--- src/rtl/trace_pkg.sv ---
// trace_pkg: shared types for the write-back trace checker.
//   trace_entry_t        golden commit record {pc, wnum, wdata}, 69 bits
//   TRACE_END_PC_DEFAULT pc that marks end of test
//   st_e                 checker state encoding (RUN / DONE)
//   we_mask              expands a per-byte write enable into a 32-bit bit mask
package trace_pkg;
    typedef struct packed {
        logic [31:0] pc;
        logic [4:0]  wnum;
        logic [31:0] wdata;
    } trace_entry_t;
    localparam logic [31:0] TRACE_END_PC_DEFAULT = 32'h1c000100;
    typedef enum logic {ST_RUN = 1'b0, ST_DONE = 1'b1} st_e;
    function automatic logic [31:0] we_mask(input logic [3:0] we);
        return {{8{we[3]}}, {8{we[2]}}, {8{we[1]}}, {8{we[0]}}};
    endfunction
endpackage

--- src/rtl/trace_fifo.sv ---
// trace_fifo: synchronous FIFO of golden trace entries.
//   clk, reset   clock, synchronous active-high reset (clears pointers/count)
//   push, din    write din at the tail (ignored when full)
//   pop          drop the head entry (ignored when empty)
//   head         entry at the head, valid when !empty
//   count        occupancy 0..DEPTH; full/empty flags derived from it
module trace_fifo import trace_pkg::*; #(
    parameter int DEPTH = 16,
    localparam int AW = $clog2(DEPTH)
) (
    input  logic         clk,
    input  logic         reset,
    input  logic         push,
    input  logic         pop,
    input  trace_entry_t din,
    output trace_entry_t head,
    output logic [AW:0]  count,
    output logic         full,
    output logic         empty
);
    trace_entry_t mem_q [DEPTH];
    logic [AW-1:0] wr_ptr_q, wr_ptr_d, rd_ptr_q, rd_ptr_d;
    logic [AW:0]   count_q, count_d;
    logic          do_push, do_pop;
    always_comb begin
        full     = count_q == (AW+1)'(DEPTH);
        empty    = count_q == '0;
        do_push  = push && !full;
        do_pop   = pop && !empty;
        wr_ptr_d = do_push ? wr_ptr_q + AW'(1) : wr_ptr_q;
        rd_ptr_d = do_pop ? rd_ptr_q + AW'(1) : rd_ptr_q;
        count_d  = count_q + (AW+1)'(do_push) - (AW+1)'(do_pop);
        head     = mem_q[rd_ptr_q];
        count    = count_q;
    end
    // Storage is not reset: entries are only ever read below the count.
    always_ff @(posedge clk) if (do_push) mem_q[wr_ptr_q] <= din;
    always_ff @(posedge clk) begin
        if (reset) begin
            wr_ptr_q <= '0;
            rd_ptr_q <= '0;
            count_q  <= '0;
        end else begin
            wr_ptr_q <= wr_ptr_d;
            rd_ptr_q <= rd_ptr_d;
            count_q  <= count_d;
        end
    end
endmodule

--- config.mk ---
export PLATFORM = sky130hd
export DESIGN_NAME = trace_fifo
export DESIGN_NICKNAME = d
export VERILOG_FILES = /design/src/rtl/trace_pkg.sv /design/src/rtl/trace_fifo.sv
export SDC_FILE = /design/constraint.sdc
export NUM_CORES = 1
export LEC_CHECK = 0
export ABC_AREA = 1
export CAP_MARGIN = 40
export CORE_AREA = 3 3 351 353
export CTS_BUF_LIST = sky130_fd_sc_hd__clkbuf_8
export CTS_CLUSTER_SIZE = 14
export DETAILED_ROUTE_END_ITERATION = 8
export DIE_AREA = 0 0 354 356
export GPL_ROUTABILITY_DRIVEN = 0
export SYNTH_ARGS = -nofsm -noshare
export SYNTH_HDL_FRONTEND = slang
export SYNTH_SLANG_ARGS = --single-unit
--- constraint.sdc ---
create_clock -name clk -period 5.2 [get_ports clk]
set_input_delay 0.78 -clock clk [delete_from_list [all_inputs] [get_ports clk]]
set_output_delay 0.78 -clock clk [all_outputs]
set_load 0.03 [all_outputs]
==> results.ini <==
[status]
status=complete, no violations

[cts]
clk_path_buf_depth=3
cts.sinks=1121
cts_root_buf=clkbuf_8
cts_setup_buffers=0
cts_resized=0
cts_made_buffers=185
ctsHoldBuffers=0
htree_num_levels=4
clk_latency_ps=850
cts_tree=built
path_clk_slew_ps=50

[drt]
vias=31481
ant_nets=0
drt_wl_total_um=122700
drc_errors=0
drt_iter0_drc=2791
vias_per_cell=4.824
post_drt_wl_per_cell_um=18.80
dr.pass1.iters=6

[floorplan]
die_w_um=354
die_area_sq_um=126000
num_rows=127
start_util=0.4000
core_sq_um=120100
die_h_um=356
pin_count=149

[timing]
min_period_over_period=0.8942
tightest_slew_ps=1013
period_needed_ps=4650
slew_headroom=0.3244
slew_violations=0
clock_skew_ps=48.84
rsz0062_at_grt=false
setup_viol=0
fmax_mhz=215.1
tns_ps=0
hold_viol_final=0

[finish]
drive_gt1_frac=0.06561
mostFrequentLayoutCell=nand2_1
final_cell_mix=1,474 x nand2_1, 1,104 x edfxtp_1, 914 x inv_1, 833 x nand3_1, 187 x clkbuf_8
fin_cells=6526
final_nets=4843
syn_to_final_growth_pct=14.36

[grt]
grt_pass1_wl_um=186800
overflow=0
grt_max_degree=171
grt_use_total=0.1941
first_global_vias=30656
antenna_found_initial=10

[worst_setup_path]
crit_slowest_cell=clkdlybuf4s50_1
cp.arrival_ps=3870
cp-end-kind=output pin
worstSetupStartpointType=flip-flop
critPathTopFamily=buffers and inverters
worst-path-buf-inv=4
cpMostUsedCell=nand2_1
crit_chain=inv_8 > buf_16 > buf_4 > nand2_1 > nand2_1 > nand2_1 > nand3_1 > nand3_1 > nand2_1 > clkdlybuf4s50_1
required_ps=4420
criticalPathCategory=reg2out
crit_path_max_fanout=106
max_stage_delay_ps=700

[placement]
portBuffers=148
dp_hpwl_um=61990
post-place-cells=6183

[yosys]
yosysWarnings=0
ys_ff_latch=1121
postSynthNetCount=4661
ys_seq_area_frac=0.6969
avgSynthCellArea_sq_um=10.50
yosysTopAreaCell=edfxtp_1
ys_types=20
postSynthCellCount=4576
netlist_area_sq_um=48060
synth_top_area_share=0.6898
synthTopCellsByArea=edfxtp_1 69%, nand2_1 12%, nand3_1 8.7%, inv_1 6.6%, buf_2 1.2%

[power_and_ir_drop]
peakVddDrop_mv=0.2646
power.leakage_nw=23.15
p_per_area_nw_per_um2=425.3

[flow_run]
cap_viol_max_count=0

[worst_hold_path]
hold_class=reg2reg

[path summary, 6_finish.rpt]
kind                                 start                      end  slack (ps)  cells after the start
setup / recovery                 flip-flop                 head[55]         550                     10
hold reg to reg   rd_ptr_q[2]$_SDFFE_PP0N_                flip-flop         520                      2
setup reg to reg       count[2]$_SDFF_PP0_  mem_q[14][62]$_DFFE_PP_        2140                      8
hold / removal    rd_ptr_q[2]$_SDFFE_PP0N_                flip-flop         520                      2
[kinds of logic after synthesis]
family | share of synthesized area
compound gates | 0.0007289
buf+inv | 0.09308
xor+xnor | 0.0005468
fa+ha+maj | 0.003280
flops | 0.6969
simple gates | 0.2054
[synth_stat cells]
master / instances
clkbuf_1: 55
buf_1: 16
nor2_1: 39
ha_1: 11
nand2_1: 1474
edfxtp_1: 1104
xor2_1: 3
buf_2: 113
nand3_1: 833
buf_6: 26
and3_1: 1
dfxtp_1: 17
inv_2: 2
o21ai_0: 4
fa_1: 1
inv_1: 851
nand4_1: 3
buf_4: 19
a21oi_1: 3
clkinv_1: 1
[routing by layer]
| metal | global-route usage | vias to the layer above | wire length [um] |
|---|---|---|---|
| li1 | - | 15165 | - |
| met3 | 0.03731 | 209 | 7854 |
| met5 | 0 | - | 80 |
| met1 | 0.2604 | 15095 | 53850 |
| met4 | 0.06215 | 10 | 2973 |
| met2 | 0.3192 | 1002 | 57920 |
[cell type report]
cell class	instances	area (sq um)
Timing Repair Buffer	224	2610
Fill cell	11063	65170
Clock buffer	187	2574
Antenna cell	6	15.01
Clock inverter	150	793.3
Multi-Input combinational cell	2372	10210
Sequential cell	1121	33510
Tap cell	1612	2017
Inverter	854	3228
[worst reg2reg max path: cells and delay by family, from the launching register on]
family / cells / cell delay [ps]
fa+ha+maj: 1 / 210
buf+inv: 3 / 790
simple gates: 4 / 1280
flops: 1 / 360
[state kept, by name (all words and copies together) (netlist names), named ones only]
name      cells
count         5
mem_q      1104
rd_ptr_q      4
wr_ptr_q      4
[where the power goes]
group | leakage [nW] | internal [mW] | switching (mW)
logic | 11.1 | 1.88 | 3.99
clock network | 1.95 | 3.60 | 3.50
registers | 10.1 | 10.2 | 0.147
[metrics by stage]
step / setup slack, ps / instance area [sq um] / power (mW) / util / hold slack [ps]
floorplan: 491.0 / 48060 / 14.45 / - / 471.3
finish: 550.0 / 54960 / 23.37 / 0.4575 / 520.7
global placement: 1276 / 51330 / 16.44 / 0.4273 / 504.4
CTS: 474.2 / 54940 / 23.64 / 0.4573 / 518.7
global route: 264.6 / 54950 / 24.65 / 0.4574 / 542.6
detailed placement: 1410 / 51570 / 16.51 / 0.4293 / 518.3
No activity file was read; power rests on OpenSTA's default activity.
